<file path="config.mk">
export PLATFORM = sky130hd
export DESIGN_NAME = seg_scan_ctrl
export DESIGN_NICKNAME = d
export VERILOG_FILES = /design/src/rtl/seg_scan_pkg.sv /design/src/rtl/seg_scan_ctrl_sevenseg.sv /design/src/rtl/seg_scan_ctrl.sv
export SDC_FILE = /design/constraint.sdc
export NUM_CORES = 1
export LEC_CHECK = 0
export CAP_MARGIN = 20
export CELL_PAD_IN_SITES_DETAIL_PLACEMENT = 1
export CELL_PAD_IN_SITES_GLOBAL_PLACEMENT = 1
export CORE_MARGIN = 10
export CORE_UTILIZATION = 26
export CTS_BUF_LIST = sky130_fd_sc_hd__clkbuf_4 sky130_fd_sc_hd__clkbuf_8
export CTS_CLUSTER_DIAMETER = 200
export DETAILED_ROUTE_END_ITERATION = 7
export GPL_TIMING_DRIVEN = 0
export PLACE_DENSITY = 0.59
export SLEW_MARGIN = 20
export SYNTH_ARGS = -nofsm -noshare
export SYNTH_HDL_FRONTEND = slang
export SYNTH_SLANG_ARGS = --single-unit
</file>
<file path="constraint.sdc">
create_clock -name clk -period 4.4 [get_ports clk]
set_clock_uncertainty 0.15 [all_clocks]
set_input_delay 0.44 -clock clk [delete_from_list [all_inputs] [get_ports clk]]
set_output_delay 0.44 -clock clk [all_outputs]
set_load 0.05 [all_outputs]
</file>
<file path="src/rtl/seg_scan_pkg.sv">
// Shared constants, scan FSM encoding and the width helper for the seven-segment scan controller.
package seg_scan_pkg;

    localparam int MAX_DIGITS = 8;

    localparam logic [0:6]            SEG_BLANK = 7'b1111111;
    localparam logic [MAX_DIGITS-1:0] AN_OFF    = '1;

    typedef enum logic [0:0] {
        BLANK = 1'b0,
        SHOW  = 1'b1
    } scan_state_e;

    // Minimum one bit so single-value counters still have a legal width.
    function automatic int clog2(input int value);
        int w = 1;
        while ((1 << w) < value) begin
            w = w + 1;
        end
        return w;
    endfunction

endpackage

</file>
<file path="src/rtl/seg_scan_ctrl_sevenseg.sv">
// Hex nibble to active-low seven-segment glyph, segments a..g in bit order [0:6].
// Purely combinational; the caller registers the result.
module seg_scan_ctrl_sevenseg
    import seg_scan_pkg::*;
(
    input  logic [3:0] i_hex,
    output logic [0:6] o_seg
);

    always_comb begin
        o_seg = SEG_BLANK;
        case (i_hex)
            4'h0: o_seg = 7'b0000001;
            4'h1: o_seg = 7'b1001111;
            4'h2: o_seg = 7'b0010010;
            4'h3: o_seg = 7'b0000110;
            4'h4: o_seg = 7'b1001100;
            4'h5: o_seg = 7'b0100100;
            4'h6: o_seg = 7'b0100000;
            4'h7: o_seg = 7'b0001111;
            4'h8: o_seg = 7'b0000000;
            4'h9: o_seg = 7'b0000100;
            4'hA: o_seg = 7'b0001000;
            4'hB: o_seg = 7'b1100000;
            4'hC: o_seg = 7'b0110001;
            4'hD: o_seg = 7'b1000010;
            4'hE: o_seg = 7'b0110000;
            4'hF: o_seg = 7'b0111000;
        endcase
    end

endmodule

</file>
<file path="src/rtl/seg_scan_ctrl.sv">
// Multiplexed seven-segment scan controller with frame-coherent shadow digits; SEG_SCAN_BLINK_EN adds blink_mask flashing.
// Outputs are registered one cycle behind the scan state; update_req is level-sensitive and only served at frame end.
module seg_scan_ctrl
    import seg_scan_pkg::*;
#(
    parameter int NUM_DIGITS   = 4,
    parameter int PRESCALE     = 50000,
    parameter int BLANK_CYCLES = 16,
    parameter int BLINK_FRAMES = 64
) (
    input  logic                    clk,
    input  logic                    reset,
    input  logic [4*NUM_DIGITS-1:0] digits_in,
    input  logic [NUM_DIGITS-1:0]   digit_en,
`ifdef SEG_SCAN_BLINK_EN
    input  logic [NUM_DIGITS-1:0]   blink_mask,
`endif
    input  logic                    update_req,
    output logic                    update_ack,
    output logic [0:6]              seg_out,
    output logic [NUM_DIGITS-1:0]   an_out,
    output logic                    frame_tick
);

    localparam int CNT_W = clog2(PRESCALE);
    localparam int IDX_W = clog2(NUM_DIGITS);

    localparam logic [CNT_W-1:0]      CNT_LAST   = CNT_W'(PRESCALE - 1);
    localparam logic [CNT_W-1:0]      BLANK_LAST = CNT_W'(BLANK_CYCLES - 1);
    localparam logic [IDX_W-1:0]      IDX_LAST   = IDX_W'(NUM_DIGITS - 1);
    localparam logic [NUM_DIGITS-1:0] AN_ALL_OFF = AN_OFF[NUM_DIGITS-1:0];

    if (NUM_DIGITS < 2 || NUM_DIGITS > MAX_DIGITS || BLANK_CYCLES < 1 ||
        PRESCALE <= BLANK_CYCLES || BLINK_FRAMES < 1) begin : g_bad_params
        $error("seg_scan_ctrl: illegal parameter combination");
    end

    logic [CNT_W-1:0]        r_cnt;
    logic [IDX_W-1:0]        r_idx;
    scan_state_e             r_state;
    logic [4*NUM_DIGITS-1:0] r_shadow;

    logic                    w_slot_end;
    logic                    w_frame_end;
    logic                    w_load;
    logic [NUM_DIGITS-1:0]   w_en_eff;
    logic [NUM_DIGITS-1:0]   w_an;
    logic [3:0]              w_nibble;
    logic                    w_digit_on;
    logic [0:6]              w_seg;

    assign w_slot_end  = (r_cnt == CNT_LAST);
    assign w_frame_end = w_slot_end && (r_idx == IDX_LAST);
    assign w_load      = w_frame_end && update_req;

`ifdef SEG_SCAN_BLINK_EN
    localparam int              FRM_W    = clog2(BLINK_FRAMES);
    localparam logic [FRM_W-1:0] FRM_LAST = FRM_W'(BLINK_FRAMES - 1);

    logic [FRM_W-1:0] r_frame;
    logic             r_blink_phase;

    always_ff @(posedge clk) begin
        if (reset) begin
            r_frame       <= '0;
            r_blink_phase <= 1'b0;
        end else if (w_frame_end) begin
            if (r_frame == FRM_LAST) begin
                r_frame       <= '0;
                r_blink_phase <= ~r_blink_phase;
            end else begin
                r_frame <= r_frame + 1'b1;
            end
        end
    end

    // Blinking digits go dark during the odd half-period, exactly as if digit_en were low.
    assign w_en_eff = digit_en & ~(blink_mask & {NUM_DIGITS{r_blink_phase}});
`else
    assign w_en_eff = digit_en;
`endif

    always_ff @(posedge clk) begin
        if (reset) begin
            r_cnt   <= '0;
            r_idx   <= '0;
            r_state <= BLANK;
        end else begin
            if (w_slot_end) begin
                r_cnt <= '0;
                r_idx <= (r_idx == IDX_LAST) ? '0 : r_idx + 1'b1;
            end else begin
                r_cnt <= r_cnt + 1'b1;
            end

            case (r_state)
                BLANK: if (r_cnt == BLANK_LAST) r_state <= SHOW;
                SHOW:  if (w_slot_end)          r_state <= BLANK;
                default:                        r_state <= BLANK;
            endcase
        end
    end

    // Shadow only changes on the last cycle of a frame, so a frame never mixes old and new digits.
    always_ff @(posedge clk) begin
        if (reset) begin
            r_shadow <= '0;
        end else if (w_load) begin
            r_shadow <= digits_in;
        end
    end

    always_comb begin
        w_nibble   = 4'h0;
        w_digit_on = 1'b0;
        w_an       = AN_ALL_OFF;
        for (int k = 0; k < NUM_DIGITS; k++) begin
            if (r_idx == IDX_W'(k)) begin
                w_nibble   = r_shadow[4*k +: 4];
                w_digit_on = w_en_eff[k];
                w_an[k]    = 1'b0;
            end
        end
    end

    seg_scan_ctrl_sevenseg u_sevenseg (
        .i_hex (w_nibble),
        .o_seg (w_seg)
    );

    always_ff @(posedge clk) begin
        if (reset) begin
            seg_out    <= SEG_BLANK;
            an_out     <= AN_ALL_OFF;
            update_ack <= 1'b0;
            frame_tick <= 1'b0;
        end else begin
            frame_tick <= w_frame_end;
            update_ack <= w_load;
            if (r_state == SHOW && w_digit_on) begin
                an_out  <= w_an;
                seg_out <= w_seg;
            end else begin
                an_out  <= AN_ALL_OFF;
                seg_out <= SEG_BLANK;
            end
        end
    end

    always_ff @(posedge clk) begin
        if (!reset) begin
            assert ($onehot0(~an_out));
        end
    end

endmodule

</file>
==> results.json, run 1 <==
{
  "ys_seq_area_frac": 0.4310,
  "drv_cap": 0,
  "crit_type": "flop to flop",
  "yosys_warnings": 0,
  "drt-total-wl_mm": 5.761,
  "ant_nets": 0,
  "cts.sinks": 48,
  "grt_pass1_wl_mm": 9.701,
  "cts_resized": 0,
  "synth-seq-cells": 48,
  "postSynth.asyncResetShare": 0,
  "hpwl_mm": 4.408,
  "p_leak_nw": 0.9949,
  "wl_per_cell_um": 14.15,
  "grt_usage": 0.09081,
  "rows": 33,
  "relSlewSlack": 0.5040,
  "cp_max_fo": 7,
  "synth_top_area_cell": "dfxtp_1",
  "pin_count": 36,
  "hold_viol_final": 0,
  "start_kind": "flop",
  "cts_root_buf": "clkbuf_8",
  "cp.required_ps": 4440,
  "clk_pin_slew_ps": 80,
  "slew_viol_final": 0,
  "drive_gt1_frac": 0.06291,
  "cts_buffer_depth": 2,
  "setup_viol": 0,
  "gr-total-overflow": 0,
  "first_pass_iters": 4,
  "die_w_um": 112.6,
  "n_fill_cell": 991,
  "fp.dieH_um": 112.6,
  "status": "finished, final reports clean",
  "cts_made_buffers": 5,
  "areaGrowthSynthToFinish_pct": 24.69,
  "synth_ff_type": "dfxtp_1",
  "syn_area_sq_um": 2230,
  "clock_latency_ps": 290,
  "syn_inst": 262,
  "layout_min_cycle_time_ps": 2808,
  "fp.coreArea_sq_um": 8299,
  "dieArea_sq_um": 12680,
  "gpl.final_weighted_congestion": 0.7490,
  "drc": 0,
  "max_freq_mhz": 356.1,
  "grt_max_degree": 13,
  "diodes": 0,
  "finalCritPeriodShare": 0.6382,
  "arrival_ps": 2850,
  "fin_nets": 338,
  "via_count": 1869,
  "grt_pass1_vias": 1975,
  "p_total_w": 0.0007116,
  "post_drt_via_cell_ratio": 4.592,
  "finalSetupTns_ps": 0,
  "synth_enable_flop_cells": 0,
  "cts-hold-fix-buffers": 0,
  "synth_most_common_cell": "nand2_1",
  "ir_drop_mv": 0.1158,
  "portBuffers": 35,
  "synth_area_leaders": "dfxtp_1 43%, nand2_1 10%, ha_1 6.2%",
  "tightest_slew_ps": 733.7,
  "crit_path_end_kind": "flop",
  "rsz0062_at_grt": "no",
  "power_density_nw_per_um2": 256.0,
  "antenna_found_initial": 0,
  "ys_types": 42,
  "cts_tree": "done",
  "syn_avg_cell_area_sq_um": 8.510,
  "start_util": 0.2687,
  "hold_class": "flop to flop",
  "post-cts-setup-buffer-count": 0,
  "syn_nets": 296,
  "drt_first_iter_violations": 66,
  "synth_top_area_frac": 0.4310,
  "synth_commonest_cells": "62 x nand2_1, 48 x dfxtp_1, 27 x nor2_1",
  "cts_max_level": 2
}
-- layout make-up --
| type | count | area, sq um | area share |
|---|---|---|---|
| Timing Repair Buffer | 35 | 350.3 | 0.1260 |
| Multi-Input combinational cell | 197 | 1172 | 0.4217 |
| Buffer | 10 | 70.07 | 0.02520 |
| Clock buffer | 5 | 68.82 | 0.02475 |
| Tap cell | 105 | 131.4 | 0.04725 |
| Inverter | 7 | 26.28 | 0.009451 |
| Sequential cell | 48 | 960.9 | 0.3456 |
-- where the power goes --
| part | switching [W] | total (W) | internal [W] |
|---|---|---|---|
| combinational | 0.0000123 | 0.0000336 | 0.0000213 |
| sequential | 0.00000164 | 0.000438 | 0.000436 |
| clock | 0.000137 | 0.000240 | 0.000103 |
-- metrics by stage --
stage	setup slack [ps]	hold WS (ps)	instance area (sq um)	instances	utilization
after floorplan	2022	262.1	2230	262	-
after global placement	1590	275.0	2711	402	0.3267
after detailed placement	1560	296.7	2711	402	0.3267
after CTS	1538	310.1	2780	407	0.3350
after global routing	1355	335.4	2780	407	0.3350
final	1592	308.6	2780	407	0.3350
-- layout by cell type, fill, tap and decap left out, types with 2 or more instances in the layout --
master           instances
nor2b_1                  6
nor2_1                  27
inv_1                    7
a21oi_1                 18
xor2_1                   5
or3_1                    2
nand3_1                  5
ha_1                    11
clkdlybuf4s50_1         35
and2_1                   2
dfxtp_1                 48
nor4b_1                  3
clkbuf_1                 3
nand4_1                  3
clkbuf_8                 5
and3_1                   5
nor3b_1                  5
o211ai_1                 3
buf_2                    3
a21oi_2                  2
o21ai_0                  4
and4_1                   2
nand2_1                 62
nor3_1                   3
nand3b_1                 2
a311o_1                  2
a221o_1                  3
xnor2_1                  9
mux2i_1                  2
-- routing by layer --
layer  track usage  vias up  wire length [um]
met4       0.02200        0                48
li1              -      964                 -
met1        0.1216      867              2926
met5             0        -                 0
met2        0.1325       34              2392
met3       0.03568        4               392
-- critical path, cell delays in order (launching register included) --
cell and delay (ps):
dfxtp_1 400, inv_1 100, ha_1 290, nor2_1 410, o211ai_1 190, nand2_1 250, inv_1 100, ha_1 220
nand2_1 100, a21bo_2 230, a221o_1 280
-- cells by family after synthesis --
family                   Yosys count  share of synthesized area
flip-flops                        48                     0.4310
AO/OA/AOI/OAI                     37                     0.1111
buffers and inverters             17                    0.04321
multiplexers                       3                    0.01403
AND/OR/NAND/NOR                  132                     0.2840
XOR/XNOR                          14                    0.05500
adder cells (fa/ha/maj)           11                    0.06173
-- flip-flops by register name, indices dropped and copies added (netlist names) --
register / count
r_cnt: 16
r_shadow: 16
seg_out: 7
an_out: 4
r_idx: 2
frame_tick: 1
r_state: 1
update_ack: 1
-- worst paths after layout --
check                               from    endpoint  slack (ps)  cells past startpoint
worst max-delay path            r_idx[0]  seg_out[6]        1590                     10
worst min-delay path            r_cnt[0]    r_cnt[0]         310                      1
worst max register to register  r_idx[0]  seg_out[6]        1590                     10
worst min register to register  r_cnt[0]    r_cnt[0]         310                      1
Power figures use the tool's default switching activity.
==> inputs of run 2 (changes only) <==
- clock period: 4.4 -> 2.95 ns (I/O delays scaled with it)
==> results.json, run 2 (synthesis results as in run 1) <==
{
  "status": "finished, final reports clean",
  "power_density_nw_per_um2": 380.9,
  "grt_max_degree": 13,
  "layout_min_cycle_time_ps": 2656,
  "max_freq_mhz": 376.5,
  "gpl.final_weighted_congestion": 0.7490,
  "final_cell_mix": "62 x nand2_1, 48 x dfxtp_1, 35 x clkdlybuf4s50_1",
  "drv_cap": 0,
  "ir_drop_mv": 0.1740,
  "gr-total-overflow": 0,
  "cts_max_level": 2,
  "hpwl_mm": 4.408,
  "drive_gt1_frac": 0.06954,
  "finalSetupTns_ps": 0,
  "via_count": 1859,
  "grt_usage": 0.09081,
  "cp_slowest_cell": "dfxtp_1",
  "regArea_sq_um": 960.9,
  "start_kind": "flop",
  "fin_nets": 338,
  "clock_latency_ps": 290,
  "path_cells": "inv_1 -> ha_1 -> nor2_2 -> o211ai_1 -> nand2_1 -> inv_1 -> ha_1 -> nand2_1 -> a21bo_2 -> a221o_1",
  "arrival_ps": 2690,
  "crit_path_end_kind": "flop",
  "cts_buffer_depth": 2,
  "die_w_um": 112.6,
  "multiInputGateArea_sq_um": 1181,
  "grt_pass1_vias": 1975,
  "drc": 0,
  "cts_made_buffers": 5,
  "final_common_cell": "nand2_1",
  "dieArea_sq_um": 12680,
  "relSlewSlack": 0.6113,
  "reg_top3": "r_cnt: 16 flops, r_shadow: 16 flops, seg_out: 7 flops",
  "cts.sinks": 48,
  "finalCritPeriodShare": 0.9004,
  "areaGrowthSynthToFinish_pct": 25.08,
  "cts-hold-fix-buffers": 0,
  "start_util": 0.2687,
  "finish.utilization": 0.3360,
  "portBuffers": 35,
  "cp_max_fo": 7,
  "p_total_w": 0.001062,
  "hold_class": "flop to flop",
  "fp.coreArea_sq_um": 8299,
  "cp.required_ps": 2990,
  "setup_viol": 0,
  "hold_viol_final": 0,
  "rows": 33,
  "wl_per_cell_um": 14.05,
  "tightest_slew_ps": 583.1,
  "drt_first_iter_violations": 57,
  "cts_root_buf": "clkbuf_8",
  "slew_viol_final": 0,
  "fp.dieH_um": 112.6,
  "crit_type": "flop to flop",
  "clk_pin_slew_ps": 80,
  "antenna_found_initial": 0,
  "drt-total-wl_mm": 5.720,
  "max_stage_delay_ps": 400,
  "cts_tree": "done",
  "post_drt_via_cell_ratio": 4.568,
  "rsz0062_at_grt": "no",
  "grt_pass1_wl_mm": 9.701,
  "first_pass_iters": 4,
  "ant_nets": 0,
  "p_leak_nw": 0.9971,
  "n_fill_cell": 990,
  "diodes": 0,
  "pin_count": 36
}
==> run 2: repair_timing <==
action	CTS	global route
setup endpoints to repair	0	2
setup buffers	0	0
resized for setup	0	2
==> run 2: worst max-delay path: cells and delay by family, from the launching register on <==
family	cells	cell delay, ps
simple gates	3	630
compound gates	3	670
buf+inv	2	200
flops	1	400
fa+ha+maj	2	510
==> run 2: worst paths after layout <==
kind / cells after the start / endpoint / startpoint / slack, ps
worst min register to register: 1 / r_cnt[0] / r_cnt[0] / 310
worst max register to register: 10 / seg_out[6] / r_idx[0] / 290
worst max-delay path: 10 / seg_out[6] / r_idx[0] / 290
worst min-delay path: 1 / r_cnt[0] / r_cnt[0] / 310
==> run 2: layout make-up <==
cell class / count / share of cell area
Timing Repair Buffer: 35 / 0.1256
Buffer: 10 / 0.02512
Sequential cell: 48 / 0.3445
Tap cell: 105 / 0.04711
Clock buffer: 5 / 0.02467
Multi-Input combinational cell: 197 / 0.4235
Inverter: 7 / 0.009421
==> run 2: per-layer routing <==
layer / vias up / global-route usage / wire, um
met3: 2 / 0.03568 / 383
li1: 965 / - / -
met2: 33 / 0.1325 / 2391
met5: - / 0 / 0
met1: 859 / 0.1216 / 2909
met4: 0 / 0.02200 / 36
==> run 2: per-stage QoR <==
stage / setup WS, ps / std cells / hold slack [ps] / cell area (sq um)
after floorplan: 572.2 / 262 / 221.1 / 2230
after global placement: 139.8 / 402 / 275.0 / 2711
after detailed placement: 110.4 / 402 / 296.7 / 2711
after CTS: 87.68 / 407 / 310.1 / 2780
after global routing: 56.18 / 407 / 335.4 / 2789
final: 293.8 / 407 / 310.3 / 2789
==> run 2: where the power goes <==
| part | internal [W] | switching (W) | leakage, nW |
|---|---|---|---|
| Combinational | 0.0000317 | 0.0000184 | 0.574 |
| Clock | 0.000154 | 0.000206 | 0.0359 |
| Sequential | 0.000651 | 0.00000248 | 0.388 |
| Total | 0.000836 | 0.000227 | 0.997 |
